$ cat config.mk
export PLATFORM = sky130hd
export DESIGN_NAME = video_timing
export DESIGN_NICKNAME = d
export VERILOG_FILES = /design/src/rtl/video_pkg.sv /design/src/rtl/pixel_tick_gen.sv /design/src/rtl/video_timing.sv
export SDC_FILE = /design/constraint.sdc
export NUM_CORES = 1
export LEC_CHECK = 0
export BUFFER_PORTS_ARGS = -buffer_cell sky130_fd_sc_hd__buf_2
export CAP_MARGIN = 20
export CORE_ASPECT_RATIO = 0.7
export CORE_MARGIN = 2
export CORE_UTILIZATION = 39
export DETAILED_ROUTE_END_ITERATION = 7
export GPL_ROUTABILITY_DRIVEN = 0
export PLACE_DENSITY_LB_ADDON = 0.05
export SETUP_SLACK_MARGIN = 0.4
export SLEW_MARGIN = 20
export SYNTH_ARGS = -nofsm -noshare
export SYNTH_HDL_FRONTEND = slang
export SYNTH_HIERARCHICAL = 1
export SYNTH_SLANG_ARGS = --single-unit
$ cat constraint.sdc
create_clock -name clock -period 6.62 [get_ports clock]
set_input_delay 0.331 -clock clock [delete_from_list [all_inputs] [get_ports clock]]
set_output_delay 0.331 -clock clock [all_outputs]
set_load 0.01 [all_outputs]
$ cat src/rtl/video_pkg.sv
// Shared timing types, default 640x480 raster parameters and width helpers for video_timing.
package video_pkg;

    localparam int DEF_H_ACTIVE  = 640;
    localparam int DEF_H_FRONT   = 16;
    localparam int DEF_H_SYNC    = 96;
    localparam int DEF_H_BACK    = 48;
    localparam int DEF_V_ACTIVE  = 480;
    localparam int DEF_V_FRONT   = 10;
    localparam int DEF_V_SYNC    = 2;
    localparam int DEF_V_BACK    = 33;
    localparam int DEF_CLOCK_DIV = 2;
    localparam int DEF_SCALE     = 2;

    typedef struct packed {
        logic [15:0] active;
        logic [15:0] front;
        logic [15:0] sync;
        logic [15:0] back;
    } timing_t;

    function automatic int span_total(input timing_t t);
        return int'(t.active) + int'(t.front) + int'(t.sync) + int'(t.back);
    endfunction

    function automatic int h_total(input timing_t t);
        return span_total(t);
    endfunction

    function automatic int v_total(input timing_t t);
        return span_total(t);
    endfunction

    // Bits needed to hold 0 .. extent/scale-1.
    function automatic int coord_width(input int extent, input int scale);
        int n;
        n = extent / scale;
        return (n <= 2) ? 1 : $clog2(n);
    endfunction

endpackage

$ cat src/rtl/pixel_tick_gen.sv
// Phase counter dividing the system clock down to the pixel rate.
// advance is the combinational "next edge is a pixel edge" term; pixelTick is its registered copy.
module pixel_tick_gen #(
    parameter int CLOCK_DIV = 2
) (
    input  logic clock,
    input  logic reset,
    output logic advance,
    output logic pixelTick
);
    localparam int PW = (CLOCK_DIV <= 1) ? 1 : $clog2(CLOCK_DIV);

    logic [PW-1:0] phase_q, phase_d;
    logic          tick_q;

    assign advance   = (phase_q == PW'(CLOCK_DIV - 1));
    assign pixelTick = tick_q;

    always_comb begin
        phase_d = advance ? '0 : phase_q + 1'b1;
    end

    always_ff @(posedge clock or posedge reset) begin
        if (reset) begin
            phase_q <= '0;
            tick_q  <= 1'b0;
        end else begin
            phase_q <= phase_d;
            tick_q  <= advance;
        end
    end
endmodule

$ cat src/rtl/video_timing.sv
// Raster timing generator: syncs, active flag, lead-pixel prefetch coordinates and line/frame strobes.
// Define VIDEO_TIMING_RASTER_IRQ_EN to build the raster-line interrupt; otherwise rasterIrq is tied low.
module video_timing
    import video_pkg::*;
#(
    parameter int H_ACTIVE   = DEF_H_ACTIVE,
    parameter int H_FRONT    = DEF_H_FRONT,
    parameter int H_SYNC     = DEF_H_SYNC,
    parameter int H_BACK     = DEF_H_BACK,
    parameter int V_ACTIVE   = DEF_V_ACTIVE,
    parameter int V_FRONT    = DEF_V_FRONT,
    parameter int V_SYNC     = DEF_V_SYNC,
    parameter int V_BACK     = DEF_V_BACK,
    parameter bit H_SYNC_POL = 1'b0,
    parameter bit V_SYNC_POL = 1'b0,
    parameter int CLOCK_DIV  = DEF_CLOCK_DIV,
    parameter int SCALE      = DEF_SCALE,
    parameter int FETCH_LEAD = 2,
    parameter int X_WIDTH    = 9,
    parameter int Y_WIDTH    = 8
) (
    input  logic               clock,
    input  logic               reset,
    output logic               pixelTick,
    output logic               hSync,
    output logic               vSync,
    output logic               active,
    output logic [X_WIDTH-1:0] xCoord,
    output logic [Y_WIDTH-1:0] yCoord,
    output logic               lineStart,
    output logic               frameStart,
    input  logic [Y_WIDTH-1:0] rasterLine,
    input  logic               irqAck,
    output logic               rasterIrq
);
    localparam timing_t H_CFG = '{active: 16'(H_ACTIVE), front: 16'(H_FRONT),
                                  sync: 16'(H_SYNC), back: 16'(H_BACK)};
    localparam timing_t V_CFG = '{active: 16'(V_ACTIVE), front: 16'(V_FRONT),
                                  sync: 16'(V_SYNC), back: 16'(V_BACK)};
    localparam int H_TOTAL  = h_total(H_CFG);
    localparam int V_TOTAL  = v_total(V_CFG);
    localparam int HW       = coord_width(H_TOTAL, 1);
    localparam int VW       = coord_width(V_TOTAL, 1);
    localparam int HS_START = H_ACTIVE + H_FRONT;
    localparam int HS_END   = HS_START + H_SYNC;
    localparam int VS_START = V_ACTIVE + V_FRONT;
    localparam int VS_END   = VS_START + V_SYNC;

    logic               adv;
    logic [HW-1:0]      h_q, h_d;
    logic [VW-1:0]      v_q, v_d;
    int                 hn, vn, lead, row;
    logic               lead_ok;
    logic               hsync_q, vsync_q, active_q, line_q, frame_q;
    logic [X_WIDTH-1:0] x_q;
    logic [Y_WIDTH-1:0] y_q;

    pixel_tick_gen #(.CLOCK_DIV(CLOCK_DIV)) u_tick (
        .clock    (clock),
        .reset    (reset),
        .advance  (adv),
        .pixelTick(pixelTick)
    );

    // Everything below decodes the post-edge counter values so outputs line up with the counters.
    always_comb begin
        h_d = h_q;
        v_d = v_q;
        if (adv) begin
            if (h_q == HW'(H_TOTAL - 1)) begin
                h_d = '0;
                v_d = (v_q == VW'(V_TOTAL - 1)) ? '0 : v_q + 1'b1;
            end else begin
                h_d = h_q + 1'b1;
            end
        end
        hn   = int'(h_d);
        vn   = int'(v_d);
        lead = hn + FETCH_LEAD;
        row  = vn;
        if (lead >= H_TOTAL) begin
            lead = lead - H_TOTAL;
            row  = (vn == V_TOTAL - 1) ? 0 : vn + 1;
        end
        lead_ok = (lead < H_ACTIVE) && (row < V_ACTIVE);
    end

    always_ff @(posedge clock or posedge reset) begin
        if (reset) begin
            h_q      <= '0;
            v_q      <= '0;
            hsync_q  <= ~H_SYNC_POL;
            vsync_q  <= ~V_SYNC_POL;
            active_q <= 1'b0;
            line_q   <= 1'b0;
            frame_q  <= 1'b0;
            x_q      <= '0;
            y_q      <= '0;
        end else begin
            h_q     <= h_d;
            v_q     <= v_d;
            line_q  <= adv && (hn == 0);
            frame_q <= adv && (hn == 0) && (vn == 0);
            if (adv) begin
                hsync_q  <= (hn >= HS_START && hn < HS_END) ? H_SYNC_POL : ~H_SYNC_POL;
                vsync_q  <= (vn >= VS_START && vn < VS_END) ? V_SYNC_POL : ~V_SYNC_POL;
                active_q <= (hn < H_ACTIVE) && (vn < V_ACTIVE);
                if (lead_ok) begin
                    x_q <= X_WIDTH'(lead / SCALE);
                    y_q <= Y_WIDTH'(row / SCALE);
                end
            end
        end
    end

    assign hSync      = hsync_q;
    assign vSync      = vsync_q;
    assign active     = active_q;
    assign lineStart  = line_q;
    assign frameStart = frame_q;
    assign xCoord     = x_q;
    assign yCoord     = y_q;

`ifdef VIDEO_TIMING_RASTER_IRQ_EN
    localparam int IRQ_ROWS = V_ACTIVE / SCALE;

    logic irq_q, irq_set;

    // Fires at the start of hblank after the last scanline of the compare row.
    always_comb begin
        irq_set = adv && (hn == H_ACTIVE) && (int'(rasterLine) < IRQ_ROWS)
                  && (vn == int'(rasterLine) * SCALE + SCALE - 1);
    end

    always_ff @(posedge clock or posedge reset) begin
        if (reset) begin
            irq_q <= 1'b0;
        end else if (irq_set) begin
            irq_q <= 1'b1;
        end else if (irqAck) begin
            irq_q <= 1'b0;
        end
    end

    assign rasterIrq = irq_q;
`else
    logic unused_irq_inputs;
    assign unused_irq_inputs = ^{rasterLine, irqAck};
    assign rasterIrq         = 1'b0;
`endif
endmodule

==> qor_table.md, run 1 <==
| Item | This run | Unit |
|---|---|---|
| Clock tree from TritonCTS | yes | - |
| Share of the synthesized area in compound gates (AO/OA/AOI/OAI) | 22.3 | % |
| Max Transition Viols Final | 0 | - |
| Cell type with the highest aggregate area in the netlist | sky130_fd_sc_hd__dfrtp_1 | - |
| Transition time at the pin with the least slew margin | 0.942 | ns |
| Critical path buffer and inverter count | 1 | - |
| FFs w/ async S/R, synth | 100 | % |
| Initial DRT Pass Iterations | 5 | - |
| Synthesized netlist cell count | 385 | - |
| Yosys reg bits | 44 | - |
| Slew headroom | 36.7 | % |
| Post-synthesis area per instance | 8.94 | µm² |
| Run status | completed | - |
| Die Y | 82.6 | µm |
| Die Outline Area | 0.00961 | mm² |
| Number of clock sinks seen by CTS | 44 | - |
| Final setup violation count | 0 | - |
| Number of cells in the design after placement | 512 | - |
| Effective utilization at floorplan | 40.4 | % |
| Total routing resource utilization after global routing | 20.3 | % |
| Largest net degree at the start of global routing | 43 | - |
| Min Tclk post-route | 4.89 | ns |
| Ranking of synthesized cells by area | sky130_fd_sc_hd__dfrtp_1, sky130_fd_sc_hd__mux2_1, sky130_fd_sc_hd__nand2_1, sky130_fd_sc_hd__ha_1, sky130_fd_sc_hd__xnor2_1 | - |
| Area of the mapped netlist | 0.00344 | mm² |
| Ratio of routed vias to standard cells | 5.72 | - |
| Count of antenna-violating nets left after detailed routing | 0 | - |
| Nets | 421 | - |
| Post-synthesis mux area share | 6.65 | % |
| Layout Area Growth over Synthesis | 9.30 | % |
| First-pass GRT wire length | 14900 | µm |
| Number of antenna violations at the first check in global routing | 0 | - |
| EDFF count, synth | 0 | - |
| Via count of the first global-routing pass | 2739 | - |
| Power consumption | 535 | µW |
| Number of CTS-inserted buffers | 5 | - |
| DRC violation count after routing | 0 | - |
| Fin. Hold Viols | 0 | - |
| Total Routed Length | 9060 | µm |
| Type of origin of the critical path | flip-flop | - |
| Worst Path Max Fanout | 15 | - |
| Buffers on Ports | 24 | - |
| Area fraction of the dominant cell type after synthesis | 30.5 | % |
| Kind of cell with the highest combined delay on the critical path | simple AND/OR/NAND/NOR gates | - |
| Count of routing violations after the opening detailed-route iteration | 245 | - |
| Number of gates resized after cts | 0 | - |
| Longest Clk Path Bufs | 2 | - |
| Detail-routed net length per standard cell | 17.4 | µm |
| Adder-Cell Fraction of Synth Area | 3.63 | % |
| Overall die width | 116 | µm |
| CP most frequent cell | sky130_fd_sc_hd__ha_1 | - |
| Cts-stage hold buffer count | 1 | - |
| Required arrival time at the worst endpoint | 6.78 | ns |
| Top-level port count | 35 | - |
| Slowest stage cell on the critical path | sky130_fd_sc_hd__nor4_4 | - |
| Fmax achieved | 204 | MHz |
| Area of the placeable core | 0.00851 | mm² |
| Worst-Skew Late Latency | 0.29 | ns |
| Number of diodes added for antenna fixing | 0 | - |
| Total number of placement rows | 28 | - |
| Final Cell Area | 0.00376 | mm² |
| Non-filler instance count after layout | 521 | - |
| Layout cell share with drive strength beyond 1 | 14.7 | % |
| Worst hold path class | input pin to asynchronous set/reset pin | - |
| Dominant synthesized flop cell | sky130_fd_sc_hd__dfrtp_1 | - |
| Netlist cell types | 80 | - |
| Share of the yosys chip area belonging to registers | 32.0 | % |
| CTS root buf | sky130_fd_sc_hd__clkbuf_16 | - |
| Lkg Pwr | 1.67 | nW |
| Worst Skew | 0.00772 | ns |
| Clock input transition at the sequential cells of the worst setup and hold paths | 0.07 | ns |
| Area post-placement | 0.00361 | mm² |
| Reported max-cap violation count | 0 | - |
| Total vias in the final route | 2981 | - |
| Largest family of logic cells by synthesized area | simple AND/OR/NAND/NOR gates | - |
| Total grt overflow | 0 | - |
| CTS H-Tree Depth | 2 | - |
| Slowest Stage Delay on Critical Path | 0.82 | ns |
| Half-perimeter wire length of the detailed placement result | 6720 | µm |
| Setup Buffers After CTS | 0 | - |
| Worst setup EP type | flip-flop | - |
| Arrival time of data at the critical path endpoint | 5.05 | ns |
| Final-layout setup total negative slack | 0 | ns |
| Worst IR drop on VDD | 0.0891 | mV |
| Critical-path cell list | ha_1, and3_4, nand4_2, nor2_1, a21boi_0, inv_1, ha_1, o221ai_1, or2_1, o31ai_1, a31oi_2, nor4_4, mux2_1 | - |
| XOR/XNOR Fraction of Synth Area | 5.52 | % |
| Setup repair after global routing missed its margin | no | - |
| Total of warnings raised by yosys | 6 | - |
| Simple logic cell fraction of the synthesized area | 23.7 | % |
| Critical path type | flip-flop to flip-flop | - |
| Worst hold margin | 0.443 | ns |
| Post-route clock period utilization | 73.9 | % |
| Ratio of total power to cell area | 142 | mW/mm² |
-- layout make-up --
cell class / count / area (µm²)
multi-input combinational: 299 / 2140
timing repair buffer: 26 / 138
tap: 120 / 150
clock buffer: 8 / 146
fill: 864 / 4750
inverter: 24 / 90.1
sequential: 44 / 1100
-- cells in the mapped netlist (all sizes together), types with 4 or more instances --
library cell / count
dfrtp: 42
nand2: 34
inv: 24
nor2: 23
o21ai: 20
a21oi: 17
buf: 15
mux2: 15
nand3: 15
xnor2: 12
nand4: 11
nor3: 11
ha: 10
and3: 9
xor2: 8
and2: 7
nor4: 7
a211oi: 6
a31oi: 6
mux2i: 6
o31ai: 6
or3: 6
clkbuf: 4
o21a: 4
o22ai: 4
-- flip-flops by register name, summed over array words and instances (netlist names) --
register / count
h_q: 10
v_q: 10
xCoord: 9
yCoord: 8
active: 1
frameStart: 1
hSync: 1
lineStart: 1
u_tick/advance: 1
u_tick/pixelTick: 1
vSync: 1
-- logic make-up after synthesis --
group / after synthesis
adders and majority gates: 10
and+or+nand+nor: 144
DFF: 44
buffers and inverters: 43
AOI/OAI and AO/OA: 102
other: 1
xor gates and xnor gates: 20
muxes: 21
-- through the flow --
step	worst slack (ns)	utilization [%]
5_1_grt	1.32	44.2
3_5_place_dp	1.71	42.4
6_report	1.73	44.2
2_1_floorplan	2.54	-
4_1_cts	1.67	44.2
3_3_place_gp	1.74	42.4
-- worst reg2reg max path, cell delays in order, from the launching register on --
cell and delay [ns]:
sky130_fd_sc_hd__dfrtp_1 0.48, sky130_fd_sc_hd__ha_1 0.38, sky130_fd_sc_hd__and3_4 0.28, sky130_fd_sc_hd__nand4_2 0.39, sky130_fd_sc_hd__nor2_1 0.27, sky130_fd_sc_hd__a21boi_0 0.24, sky130_fd_sc_hd__inv_1 0.14, sky130_fd_sc_hd__ha_1 0.24
sky130_fd_sc_hd__o221ai_1 0.30, sky130_fd_sc_hd__or2_1 0.34, sky130_fd_sc_hd__o31ai_1 0.31, sky130_fd_sc_hd__a31oi_2 0.20, sky130_fd_sc_hd__nor4_4 0.82, sky130_fd_sc_hd__mux2_1 0.39
-- power by group --
part	total, mW	switching, mW	internal [mW]	leakage, nW
logic	0.00867	0.00691	0.00177	1.03
registers	0.270	0.000236	0.270	0.574
clock network	0.256	0.105	0.151	0.0712
-- layer usage --
layer	wire [µm]	track usage (%)	vias up
li1	-	-	1471
met1	4990	32.6	1419
met2	3470	28.0	87
met3	544	3.36	4
met4	51	4.05	0
met5	0	0	-
-- placed cells by master (no fill, tap or decap), types with 6 or more instances in the layout --
cell                      synthesis  layout
sky130_fd_sc_hd__and3_1           8       8
sky130_fd_sc_hd__mux2_1          14      14
sky130_fd_sc_hd__ha_1            10      10
sky130_fd_sc_hd__dfrtp_1         42      42
sky130_fd_sc_hd__or3_1            6       6
sky130_fd_sc_hd__and2_1           7       7
sky130_fd_sc_hd__nor4_1           6       6
sky130_fd_sc_hd__o21ai_0         15      15
sky130_fd_sc_hd__xor2_1           8       8
sky130_fd_sc_hd__a21oi_1         16      16
sky130_fd_sc_hd__buf_2            7      24
sky130_fd_sc_hd__xnor2_1         10      10
sky130_fd_sc_hd__mux2i_1          6       6
sky130_fd_sc_hd__nand3_1         14      14
sky130_fd_sc_hd__nand2_1         34      34
sky130_fd_sc_hd__nor2_1          23      23
sky130_fd_sc_hd__nor3_1          11      11
sky130_fd_sc_hd__nand4_1         10      10
sky130_fd_sc_hd__inv_1           22      21
-- path summary, 6_finish.rpt --
kind                            slack, ns      start              to  cells past startpoint
worst max-delay path                 1.73     h_q[0]       yCoord[7]                     13
worst min-delay path                 0.44      reset  u_tick/advance                      3
worst max register to register       1.73     h_q[0]       yCoord[7]                     13
worst min register to register       0.48  yCoord[5]       yCoord[5]                      1
max in group asynchronous            5.23      reset       yCoord[1]                      3
min in group clock                   0.48  yCoord[5]       yCoord[5]                      1
(Power assumes the default switching activity.)
==> run 2, diff against run 1 <==
Settings changed: ABC_AREA set to 1.
Clock period 6.62 ns to 4.55 ns, I/O delays scaled along.
==> qor_table.md, run 2 <==
| Item | This run | Unit |
|---|---|---|
| Min Tclk post-route | 3.68 | ns |
| DRC violation count after routing | 0 | - |
| Simple logic cell fraction of the synthesized area | 46.9 | % |
| Worst Path Max Fanout | 27 | - |
| Synthesized netlist cell count | 493 | - |
| Effective utilization at floorplan | 40.5 | % |
| Overall die width | 116 | µm |
| Die Outline Area | 0.00962 | mm² |
| Ratio of routed vias to standard cells | 4.74 | - |
| Commonest cells after routing, fill and taps aside | sky130_fd_sc_hd__nand2_1, sky130_fd_sc_hd__inv_1, sky130_fd_sc_hd__nand3_1, sky130_fd_sc_hd__nor2_1, sky130_fd_sc_hd__dfrtp_1 | - |
| Worst Setup SP | h_q[0] | - |
| Slew headroom | 59.8 | % |
| Final setup violation count | 0 | - |
| CTS H-Tree Depth | 2 | - |
| Netlist cell types | 39 | - |
| Ratio of total power to cell area | 205 | mW/mm² |
| Largest net degree at the start of global routing | 43 | - |
| Worst-Skew Late Latency | 0.29 | ns |
| Die Y | 82.6 | µm |
| Clock input transition at the sequential cells of the worst setup and hold paths | 0.07 | ns |
| Area of the placeable core | 0.00851 | mm² |
| Number of clock sinks seen by CTS | 44 | - |
| Worst reg2reg path endpoint | xCoord[5] | - |
| Critical register-to-register path startpoint | h_q[0] | - |
| Layout cell share with drive strength beyond 1 | 19.5 | % |
| Max Transition Viols Final | 0 | - |
| Fmax achieved | 272 | MHz |
| Most frequent standard cell in the layout excluding fill and tap cells | sky130_fd_sc_hd__nand2_1 | - |
| First-pass GRT wire length | 14100 | µm |
| Number of CTS-inserted buffers | 5 | - |
| Reported max-cap violation count | 0 | - |
| Share of the yosys chip area belonging to registers | 32.0 | % |
| Cell with the most instances after synthesis | sky130_fd_sc_hd__nand2_1 | - |
| Worst reg-to-reg setup slack | 0.87 | ns |
| Arrival time of data at the critical path endpoint | 3.89 | ns |
| Largest family of logic cells by synthesized area | simple AND/OR/NAND/NOR gates | - |
| Critical path type | flip-flop to flip-flop | - |
| Setup repair after global routing missed its margin | no | - |
| Post-synthesis area per instance | 6.99 | µm² |
| Number of cells in the design after placement | 634 | - |
| Dominant synthesized flop cell | sky130_fd_sc_hd__dfrtp_1 | - |
| Leading cell types by count after synthesis | sky130_fd_sc_hd__nand2_1, sky130_fd_sc_hd__inv_1, sky130_fd_sc_hd__nand3_1, sky130_fd_sc_hd__nor2_1, sky130_fd_sc_hd__dfrtp_1 | - |
| CTS root buf | sky130_fd_sc_hd__clkbuf_16 | - |
| Final-layout setup total negative slack | 0 | ns |
| EDFF count, synth | 0 | - |
| Share of the synthesized area in compound gates (AO/OA/AOI/OAI) | 5.27 | % |
| Yosys reg bits | 44 | - |
| Adder-Cell Fraction of Synth Area | 3.63 | % |
| Area fraction of the dominant cell type after synthesis | 30.5 | % |
| Total grt overflow | 0 | - |
| Detail-routed net length per standard cell | 13.1 | µm |
| Number of diodes added for antenna fixing | 0 | - |
| Layout Area Growth over Synthesis | 11.4 | % |
| Via count of the first global-routing pass | 2862 | - |
| Fin. Hold Viols | 0 | - |
| Initial DRT Pass Iterations | 5 | - |
| Total number of placement rows | 28 | - |
| Post-route clock period utilization | 80.9 | % |
| Area of the mapped netlist | 0.00345 | mm² |
| Cell type with the highest aggregate area in the netlist | sky130_fd_sc_hd__dfrtp_1 | - |
| Worst hold margin | 0.342 | ns |
| Buffers on Ports | 24 | - |
| Total of warnings raised by yosys | 6 | - |
| Run status | completed | - |
| Transition time at the pin with the least slew margin | 0.604 | ns |
| XOR/XNOR Fraction of Synth Area | 2.98 | % |
| Ranking of synthesized cells by area | sky130_fd_sc_hd__dfrtp_1, sky130_fd_sc_hd__nand2_1, sky130_fd_sc_hd__nand3_1, sky130_fd_sc_hd__inv_1, sky130_fd_sc_hd__nor2_1 | - |
| Post-synthesis mux area share | 0 | % |
| Worst setup EP type | flip-flop | - |
| Number of antenna violations at the first check in global routing | 0 | - |
| Worst IR drop on VDD | 0.121 | mV |
| Nets | 543 | - |
| Worst hold path class | input pin to asynchronous set/reset pin | - |
| Lkg Pwr | 2.00 | nW |
| Type of origin of the critical path | flip-flop | - |
| Worst Skew | 0.00501 | ns |
| Clock tree from TritonCTS | yes | - |
| Longest Clk Path Bufs | 2 | - |
| Required arrival time at the worst endpoint | 4.76 | ns |
| Count of routing violations after the opening detailed-route iteration | 182 | - |
| Number of gates resized after cts | 0 | - |
| Total routing resource utilization after global routing | 18.8 | % |
| Count of antenna-violating nets left after detailed routing | 0 | - |
| Cell count of the worst reg-to-reg path | 20 | - |
| Total Routed Length | 8400 | µm |
| FFs w/ async S/R, synth | 100 | % |
| Non-filler instance count after layout | 643 | - |
| Top-level port count | 35 | - |
| Half-perimeter wire length of the detailed placement result | 6350 | µm |
| Total vias in the final route | 3050 | - |
-- run 2: kinds of logic after synthesis --
group / after synthesis
buffers and inverters: 74
other: 1
AND/OR/NAND/NOR: 329
AO/OA/AOI/OAI: 25
adder cells (fa/ha/maj): 10
XOR/XNOR: 10
flip-flops: 44
-- run 2: cell type report --
class,instances,area [µm²]
multi-input cells,376,2030
well taps,120,150
repair buffers,28,153
fillers,910,4680
inverters,67,253
clock buffers,8,146
flip-flops and latches,44,1100
-- run 2: metal layers --
layer / vias up / track usage [%] / wire (µm)
li1: 1610 / - / -
met3: 7 / 3.43 / 307
met5: - / 0 / 0
met1: 1385 / 27.0 / 4390
met2: 48 / 29.5 / 3640
met4: 0 / 4.17 / 63
-- run 2: worst max-delay path by stage --
stage / slack [ns] / cells after the start / end
after floorplan: 1.45 / 21 / xCoord[3]
after global routing: 0.53 / 20 / xCoord[1]
after detailed placement: 0.87 / 20 / xCoord[5]
after global placement: 0.89 / 20 / xCoord[5]
after CTS: 0.84 / 20 / xCoord[5]
final: 0.87 / 20 / xCoord[5]
-- run 2: through the flow --
stage          setup WS [ns]  utilization [%]  power, mW  instance area [µm²]
5_1_grt                0.533             45.1      0.812                 3840
3_3_place_gp           0.893             43.2      0.414                 3680
6_report               0.869             45.1      0.787                 3840
3_5_place_dp           0.870             43.2      0.414                 3680
4_1_cts                0.842             45.1      0.802                 3840
2_1_floorplan           1.45                -      0.409                 3450
-- run 2: report_power, final --
part / internal, mW / total, mW / switching, mW
Combinational: 0.00305 / 0.0138 / 0.0107
Clock: 0.220 / 0.381 / 0.161
Sequential: 0.392 / 0.393 / 0.000552
Total: 0.615 / 0.787 / 0.172
-- run 2: repair_timing --
| item | in CTS | in global routing |
|---|---|---|
| hold buffers | 1 | 0 |
| endpoints found under the hold margin | 2 | 0 |
| buffers inserted | 0 | 0 |
-- run 2: critical path, stage by stage, from the launching register on --
cell                      delay (ns)
sky130_fd_sc_hd__dfrtp_1        0.42
sky130_fd_sc_hd__ha_1           0.26
sky130_fd_sc_hd__nand2_1        0.17
sky130_fd_sc_hd__nor2_8         0.06
sky130_fd_sc_hd__nand3_4        0.14
sky130_fd_sc_hd__nand2_1        0.08
sky130_fd_sc_hd__nand2_2        0.14
sky130_fd_sc_hd__ha_1           0.22
sky130_fd_sc_hd__nand3_1        0.13
sky130_fd_sc_hd__nor2_4         0.17
sky130_fd_sc_hd__xor2_2         0.27
sky130_fd_sc_hd__nand3_2        0.15
sky130_fd_sc_hd__nand2_4        0.15
sky130_fd_sc_hd__nand2_4        0.15
sky130_fd_sc_hd__nand2_1        0.09
sky130_fd_sc_hd__nand2_1        0.09
sky130_fd_sc_hd__nor2_2         0.16
sky130_fd_sc_hd__nand3_4        0.16
sky130_fd_sc_hd__nand3_4        0.37
sky130_fd_sc_hd__nand2_1        0.12
sky130_fd_sc_hd__o21ai_2        0.07
==> run 3, diff against run 2 <==
Settings changed: ABC_AREA 1 to 0.
Clock period 4.55 ns to 3.11 ns, I/O delays scaled along.
==> qor_table.md, run 3 (synthesis gave the netlist of run 1 again) <==
| Item | This run | Unit |
|---|---|---|
| Clock tree from TritonCTS | yes | - |
| Worst setup EP type | flip-flop | - |
| Slowest Stage Delay on Critical Path | 0.46 | ns |
| Critical path buffer and inverter count | 4 | - |
| Count of routing violations after the opening detailed-route iteration | 358 | - |
| Area of the placeable core | 0.00851 | mm² |
| Fin. Hold Viols | 0 | - |
| Fmax achieved | 284 | MHz |
| Number of antenna violations at the first check in global routing | 0 | - |
| Slowest stage cell on the critical path | sky130_fd_sc_hd__a311o_2 | - |
| Final setup violation count | 17 | - |
| Seq pwr share | 47.5 | % |
| Count of antenna-violating nets left after detailed routing | 0 | - |
| Transition time at the pin with the least slew margin | 0.542 | ns |
| Lkg Pwr | 2.53 | nW |
| Number of CTS-inserted buffers | 5 | - |
| Half-perimeter wire length of the detailed placement result | 8430 | µm |
| Detail-routed net length per standard cell | 17.2 | µm |
| Switching portion of total power | 20.7 | % |
| Die Y | 82.6 | µm |
| Buffers on Ports | 24 | - |
| Total Routed Length | 11500 | µm |
| Required arrival time at the worst endpoint | 3.29 | ns |
| Post-route clock period utilization | 113 | % |
| Violations in the final reports | setup timing | - |
| DRC violation count after routing | 0 | - |
| Critical path type | flip-flop to flip-flop | - |
| Largest net degree at the start of global routing | 43 | - |
| Number of diodes added for antenna fixing | 0 | - |
| Reported max-cap violation count | 0 | - |
| Overall die width | 116 | µm |
| Nets | 568 | - |
| Longest Clk Path Bufs | 2 | - |
| Via count of the first global-routing pass | 3377 | - |
| Comb power frac | 1.9 | % |
| Worst-Skew Late Latency | 0.30 | ns |
| Effective utilization at floorplan | 40.4 | % |
| Ratio of total power to cell area | 231 | mW/mm² |
| Total number of placement rows | 28 | - |
| Worst slack after detailed placement | -0.513 | ns |
| Type of origin of the critical path | flip-flop | - |
| Worst IR drop on VDD | 0.292 | mV |
| Run status | finished, violations left | - |
| Worst hold path class | input pin to asynchronous set/reset pin | - |
| Most frequent standard cell in the layout excluding fill and tap cells | sky130_fd_sc_hd__buf_4 | - |
| CTS root buf | sky130_fd_sc_hd__clkbuf_16 | - |
| Total grt overflow | 0 | - |
| Power spent charging and discharging nets | 250 | µW |
| Power Internal | 959 | µW |
| Setup repair after global routing missed its margin | yes | - |
| Power consumption | 1.21 | mW |
| Final Cell Area | 0.00524 | mm² |
| Number of clock sinks seen by CTS | 44 | - |
| Total vias in the final route | 3706 | - |
| Fill cell count | 724 | - |
| Total routing resource utilization after global routing | 24.9 | % |
| Area post-placement | 0.00462 | mm² |
| Die Outline Area | 0.00961 | mm² |
| Clock share of power | 50.6 | % |
| Top-level port count | 35 | - |
| Worst Skew | 0.00877 | ns |
| CTS H-Tree Depth | 2 | - |
| Min Tclk post-route | 3.52 | ns |
| Kind of cell with the highest combined delay on the critical path | simple AND/OR/NAND/NOR gates | - |
| Clock input transition at the sequential cells of the worst setup and hold paths | 0.07 | ns |
| Critical-path cell list | nor4b_4, buf_4, and4_4, nor2_4, ha_4, nor4b_4, buf_4, buf_6, a311o_2, nand3_4, a31oi_4, nor4_4, buf_6, mux2_4 | - |
| Worst Path Max Fanout | 8 | - |
| Layout Area Growth over Synthesis | 52.3 | % |
| Arrival time of data at the critical path endpoint | 3.70 | ns |
| Slew headroom | 63.3 | % |
| First-pass GRT wire length | 18200 | µm |
| Fin worst setup slack | -0.408 | ns |
| Commonest cells after routing, fill and taps aside | sky130_fd_sc_hd__buf_4, sky130_fd_sc_hd__dfrtp_1, sky130_fd_sc_hd__nand2_1 | - |
| Initial DRT Pass Iterations | 5 | - |
| Max Transition Viols Final | 0 | - |
| Layout cell share with drive strength beyond 1 | 46.4 | % |
| Ratio of routed vias to standard cells | 5.55 | - |
| Worst reg-to-reg setup slack | -0.41 | ns |
[run 3: timing repair]
item	CTS	global route
hold buffers	1	0
endpoints found under the hold margin	2	0
setup endpoints to repair	21	20
pin swaps	14	19
resized for setup	28	23
setup buffers	11	10
[run 3: cell type report]
cell class / count / area, µm² / area share, %
multi-input cells: 299 / 2450 / 46.7
repair buffers: 173 / 1290 / 24.6
flip-flops and latches: 44 / 1100 / 21.0
well taps: 120 / 150 / 2.86
clock buffers: 6 / 129 / 2.46
inverters: 24 / 90.1 / 1.72
clock inverters: 2 / 35.0 / 0.668
[run 3: final timing paths]
kind                                    end  depth (start not counted)   start
max reg2reg                       yCoord[3]                         14  h_q[7]
max                               yCoord[3]                         14  h_q[7]
min reg2reg                           hSync                          2   hSync
max in group asynchronous             vSync                          4   reset
min                        u_tick/pixelTick                          3   reset
min in group clock                    hSync                          2   hSync
[run 3: power groups by stage]
stage / Sequential [mW] / Combinational, mW / Clock [mW]
after CTS: 0.574 / 0.0206 / 0.632
final: 0.574 / 0.0231 / 0.612
after floorplan: 0.586 / 0.0132 / 0
after global routing: 0.574 / 0.0272 / 0.650
after detailed placement: 0.585 / 0.0196 / 0
after global placement: 0.585 / 0.0193 / 0
[run 3: through the flow]
stage	TNS, ns	hold WS (ns)	utilization [%]	instances
3_5_place_dp	-6.84	0.0256	54.2	637
4_1_cts	-5.22	0.254	58.9	657
5_1_grt	-8.17	0.287	61.6	668
2_1_floorplan	-11.16	-0.103	-	386
6_report	-6.63	0.264	61.6	668
3_3_place_gp	-6.77	0.0226	54.2	637
[run 3: per-layer routing]
layer,vias up,routed length (µm),global-route usage [%]
met1,1788,5920,39.9
li1,1752,-,-
met2,145,4560,33.7
met5,-,0,0
met4,0,199,6.31
met3,21,825,4.01
[run 3: worst reg2reg max path: stages, from the launching register on]
cell and delay (ns):
sky130_fd_sc_hd__dfrtp_1 0.41, sky130_fd_sc_hd__nor4b_4 0.35, sky130_fd_sc_hd__buf_4 0.17, sky130_fd_sc_hd__and4_4 0.25
sky130_fd_sc_hd__nor2_4 0.05, sky130_fd_sc_hd__ha_4 0.17, sky130_fd_sc_hd__nor4b_4 0.12, sky130_fd_sc_hd__buf_4 0.17
sky130_fd_sc_hd__buf_6 0.12, sky130_fd_sc_hd__a311o_2 0.46, sky130_fd_sc_hd__nand3_4 0.12, sky130_fd_sc_hd__a31oi_4 0.11
sky130_fd_sc_hd__nor4_4 0.37, sky130_fd_sc_hd__buf_6 0.21, sky130_fd_sc_hd__mux2_4 0.31
